**config.mk**
```make
export PLATFORM = sky130hd
export DESIGN_NAME = ser_uart_rx
export DESIGN_NICKNAME = d
export VERILOG_FILES = /design/src/rtl/ser_uart_rx.sv
export SDC_FILE = /design/constraint.sdc
export NUM_CORES = 1
export LEC_CHECK = 0
export ABC_AREA = 1
export BUFFER_PORTS_ARGS = -buffer_cell sky130_fd_sc_hd__buf_2
export CORE_MARGIN = 2
export CORE_UTILIZATION = 57
export CTS_BUF_LIST = sky130_fd_sc_hd__clkbuf_8
export CTS_CLUSTER_SIZE = 25
export DETAILED_ROUTE_END_ITERATION = 12
export PLACE_DENSITY = 0.83
export SLEW_MARGIN = 15
export SYNTH_ARGS = -nofsm -noshare
export SYNTH_HDL_FRONTEND = slang
export SYNTH_SLANG_ARGS = --single-unit
```
**constraint.sdc**
```tcl
create_clock -name clk -period 2.5 [get_ports clk]
set_clock_uncertainty 0.2 [all_clocks]
set_input_delay 0.625 -clock clk [delete_from_list [all_inputs] [get_ports clk]]
set_output_delay 0.625 -clock clk [all_outputs]
set_load 0.03 [all_outputs]
```
**src/rtl/ser_uart_rx.sv**
```systemverilog
// 8N1 UART receiver: synchronised (optionally inverted) pin, mid-bit sampling against a
// runtime divisor, first-word-fall-through output FIFO and sticky error flags.
module ser_uart_rx #(
  parameter bit INVERT     = 1'b0,
  parameter int FIFO_DEPTH = 4,
  parameter int DIV_W      = 16
) (
  input  logic             clk,
  input  logic             resetn,
  input  logic             rx_pin,
  input  logic [DIV_W-1:0] cfg_div,
  output logic [7:0]       m_data,
  output logic             m_valid,
  input  logic             m_ready,
  output logic             frm_err,
  output logic             ovf_err,
  input  logic             err_clr,
  output logic             busy
);
  localparam int   AW       = $clog2(FIFO_DEPTH);
  localparam logic SYNC_RST = INVERT ? 1'b0 : 1'b1;

  typedef enum logic [2:0] {S_IDLE, S_START, S_DATA, S_STOP, S_BREAK} state_t;

  logic             r_sync1, r_sync2;
  logic             w_rxs;
  logic [DIV_W-1:0] w_div_in;
  state_t           r_state;
  logic [DIV_W-1:0] r_div, r_cnt;
  logic [2:0]       r_bit;
  logic [7:0]       r_shift;
  logic             r_busy, r_frm, r_ovf;
  logic             w_tick, w_push, w_frm_set, w_ovf_set;

  logic [7:0]       r_mem [FIFO_DEPTH];
  logic [AW:0]      r_wptr, r_rptr;
  logic [AW:0]      w_count;
  logic             w_full, w_empty, w_pop, w_wr;

  // Presets make the synchronised line look idle-high out of reset.
  always_ff @(posedge clk or negedge resetn) begin
    if (!resetn) begin
      r_sync1 <= SYNC_RST;
      r_sync2 <= SYNC_RST;
    end else begin
      r_sync1 <= rx_pin;
      r_sync2 <= r_sync1;
    end
  end

  assign w_rxs    = r_sync2 ^ INVERT;
  assign w_div_in = (cfg_div < DIV_W'(4)) ? DIV_W'(4) : cfg_div;
  assign w_tick   = (r_cnt == '0);

  always_ff @(posedge clk or negedge resetn) begin
    if (!resetn) begin
      r_state <= S_IDLE;
      r_div   <= '0;
      r_cnt   <= '0;
      r_bit   <= '0;
      r_shift <= '0;
      r_busy  <= 1'b0;
    end else begin
      case (r_state)
        S_IDLE: if (!w_rxs) begin
          r_div   <= w_div_in;
          r_cnt   <= (w_div_in >> 1) - DIV_W'(1);
          r_state <= S_START;
          r_busy  <= 1'b1;
        end
        S_START: if (w_tick) begin
          if (!w_rxs) begin
            r_cnt   <= r_div - DIV_W'(1);
            r_bit   <= '0;
            r_state <= S_DATA;
          end else begin
            r_state <= S_IDLE;
            r_busy  <= 1'b0;
          end
        end else r_cnt <= r_cnt - DIV_W'(1);
        S_DATA: if (w_tick) begin
          r_shift <= {w_rxs, r_shift[7:1]};
          r_cnt   <= r_div - DIV_W'(1);
          r_bit   <= r_bit + 3'd1;
          if (r_bit == 3'd7) r_state <= S_STOP;
        end else r_cnt <= r_cnt - DIV_W'(1);
        S_STOP: if (w_tick) begin
          if (w_rxs) begin
            r_state <= S_IDLE;
            r_busy  <= 1'b0;
          end else r_state <= S_BREAK;
        end else r_cnt <= r_cnt - DIV_W'(1);
        S_BREAK: if (w_rxs) begin
          r_state <= S_IDLE;
          r_busy  <= 1'b0;
        end
        default: begin
          r_state <= S_IDLE;
          r_busy  <= 1'b0;
        end
      endcase
    end
  end

  assign w_push    = (r_state == S_STOP) && w_tick && w_rxs;
  assign w_frm_set = (r_state == S_STOP) && w_tick && !w_rxs;

  assign w_count = r_wptr - r_rptr;
  assign w_full  = (w_count == (AW+1)'(FIFO_DEPTH));
  assign w_empty = (r_wptr == r_rptr);
  assign w_pop   = !w_empty && m_ready;
  // A pop in the same cycle frees the slot a push into a full FIFO needs.
  assign w_wr      = w_push && (!w_full || w_pop);
  assign w_ovf_set = w_push && w_full && !w_pop;

  always_ff @(posedge clk or negedge resetn) begin
    if (!resetn) begin
      for (int i = 0; i < FIFO_DEPTH; i++) r_mem[i] <= '0;
      r_wptr <= '0;
      r_rptr <= '0;
    end else begin
      if (w_wr) begin
        r_mem[r_wptr[AW-1:0]] <= r_shift;
        r_wptr                <= r_wptr + (AW+1)'(1);
      end
      if (w_pop) r_rptr <= r_rptr + (AW+1)'(1);
    end
  end

  always_ff @(posedge clk or negedge resetn) begin
    if (!resetn) begin
      r_frm <= 1'b0;
      r_ovf <= 1'b0;
    end else begin
      r_frm <= w_frm_set | (r_frm & ~err_clr);
      r_ovf <= w_ovf_set | (r_ovf & ~err_clr);
    end
  end

  assign m_data  = r_mem[r_rptr[AW-1:0]];
  assign m_valid = !w_empty;
  assign frm_err = r_frm;
  assign ovf_err = r_ovf;
  assign busy    = r_busy;
endmodule
```
==> metrics.txt <==
GRT Residual Overflow=0; Antenna diodes=0; Peak supply drop=~460 µV; max-slew violations=0; Detailed Route Iter0 Violations=~340; EDFF count, synth=0; fin cells=898; row cnt=35; first-pass GRT wire length=22.4 mm; Ports=33; synth warn=0; clk sink count=just under 90; Slew headroom=0.692; CTS buffer count=9; crit end category=output pin; Setup crit start kind=register; area occupied by multi-input gates=2740 µm²; vias in the first global route=4737; Port Buffers=32; routed wire length=between 10 and 15 mm; Final GP Congestion=roughly 1.0; dpl cells=between 800 and 900; share of cells above drive strength 1=0.178; CTS tree=yes; Fillers=764; Power Density=808 nW/µm²; # hold bufs at CTS=0; DR WL met3=620 µm; cells after synthesis=707; Seq cells post-synth=89; Metal-1 WL=about 5.6 mm; core area=a little over 9000 µm²; placed cell area=between 5000 and 6000 µm²; die height=100 µm; outcome=finished, violations left; Area growth syn-to-layout=16.1%; Initial Util=0.580; Core Util, Final=0.673; wire per inst=approximately 15 µm; pin count of the biggest net entering global routing=41; final net count=815; setup ws final=0.105 ns; uppermost layer routed=met4; root buffer selected by CTS=clkbuf_8; crit path max fanout=4; WP data required=1.67 ns; Lkg Pwr=2.99 nW; unrepaired setup endpoints after global routing=false; clk slew on worst S/H paths=approximately 0.1 ns; max cap viols=0; die width=around 100 µm; Avg Cell Area, Syn=between 7 and 8 µm²; Final Hold Viols=9; Setup Crit Path Kind=reg -> out; via count=4935; met2 WL=between 6 and 7 mm; ys async rst share=1.00; Distinct cells, synth=37; Tmin final=roughly 2.4 ns; slew of the pin with the lowest slew margin=0.462 ns; Cell Area, Synth=5280 µm²; H-tree depth=3; Setup Viol. Count Final=0; Synth Flop Type=dfrtp_1; die area=between 10000 and 15000 µm²; DRC violations left=0; fmax=0.418 GHz; Initial DRT Pass Iterations=5; Hold Crit Class=in -> async; sequential standard cell area=2230 µm²; period utilization=0.958; flop2flop setup slack=between 0.15 and 0.2 ns; most frequent cells in the layout=182 x nand2_1, 104 x nor2_1, 86 x dfrtp_1; commonest non-fill, non-tap cell in the layout=nand2_1; Skew-Pair Late Insertion Delay=0.37 ns; clk buf depth=2; Worst Path Arrival=between 1.5 and 2 ns; hold_ws=-0.00819 ns; ANT nets after route=0; post-synthesis sequential area ratio=0.422; final instance area=~6100 µm²; Vias/cell=~5.5; post-DP HPWL=10.1 mm; Mapped Nets=740; failing checks=hold timing; pre-CTS setup slack=-0.219 ns; initial antenna violation count=0; Tot GR Track Use=0.283
[sequential cells by signal, indices dropped and copies added, names as in the netlist]
signal	cells
busy	1
frm_err	1
ovf_err	1
r_bit	3
r_cnt	16
r_div	16
r_mem	32
r_rptr	3
r_shift	8
r_state	3
r_sync1	1
r_sync2	1
r_wptr	3
[routing by layer]
metal	GRT usage	up-vias
li1	-	2445
met1	0.335	2296
met2	0.512	160
met3	0.0390	34
met4	0.123	0
met5	0	-
[metrics by stage]
step / TNS [ns] / total power, mW
after floorplan: 0 / 3.27
after global placement: -0.357 / 3.76
after detailed placement: -0.816 / 3.83
after CTS: 0 / 4.91
after global routing: 0 / 5.26
final: 0 / 4.95
[cells by family (layout without fill, tap and decap cells)]
family / Yosys count / in the layout / share of synthesized area
adder cells (fa/ha/maj): 12 / 12 / 0.0284
flip-flops: 89 / 89 / 0.422
buffers and inverters: 84 / 164 / 0.0659
XOR/XNOR: 31 / 31 / 0.0514
AND/OR/NAND/NOR: 361 / 361 / 0.291
AO/OA/AOI/OAI: 130 / 130 / 0.141
[power by group]
part / internal [mW] / switching, mW
combinational: 0.806 / 1.29
clock: 0.392 / 0.599
sequential: 1.63 / 0.234
total: 2.83 / 2.12
[layout make-up]
class	count	share of cell area
tap	111	0.0226
clock buffer	9	0.0202
multi-input combinational	534	0.446
sequential	89	0.364
inverter	67	0.0416
clock inverter	7	0.0120
timing repair buffer	81	0.0937
[Yosys cell counts, types with 3 or more instances]
master,n,area [µm²]
nand2_1,182,683
or2_2,4,25.0
a22oi_1,3,22.5
dfrtp_1,87,2180
nor2_4,3,33.8
a31oi_1,4,25.0
xnor2_1,8,70.1
nand3_1,43,215
nor2_2,3,18.8
o22ai_1,9,56.3
o21ai_1,24,120
o21ai_0,60,300
inv_1,61,229
clkbuf_1,10,37.5
inv_2,5,18.8
nor3_1,3,15.0
nand3b_1,3,22.5
nand4_1,5,31.3
ha_1,12,150
a21oi_1,11,55.1
xor2_1,23,201
nor2_1,107,402
o21ai_2,8,70.1
o211ai_1,5,37.5
buf_6,4,45.0
nand2_4,5,56.3
[worst paths after layout]
path,start,end,cells after the start
min in group clk,rx_pin,r_sync1,1
min,resetn,r_bit[2],1
max in group asynchronous,resetn,r_rptr[0],2
max reg2reg,r_cnt[0],r_cnt[10],12
min reg2reg,r_sync1,r_sync2,0
max,r_rptr[0],m_valid,4
[worst max-delay path, stage by stage, from the launching register on]
cell	delay (ns)
dfrtp_2	0.45
ha_1	0.28
nand2_1	0.07
or2_4	0.26
buf_6	0.14
[repair_timing]
action | in CTS | in global routing
gates cloned | 0 | 0
setup buffers | 5 | 2
gates resized for setup | 3 | 9
setup endpoints to repair | 9 | 14
(Power assumes the default switching activity.)
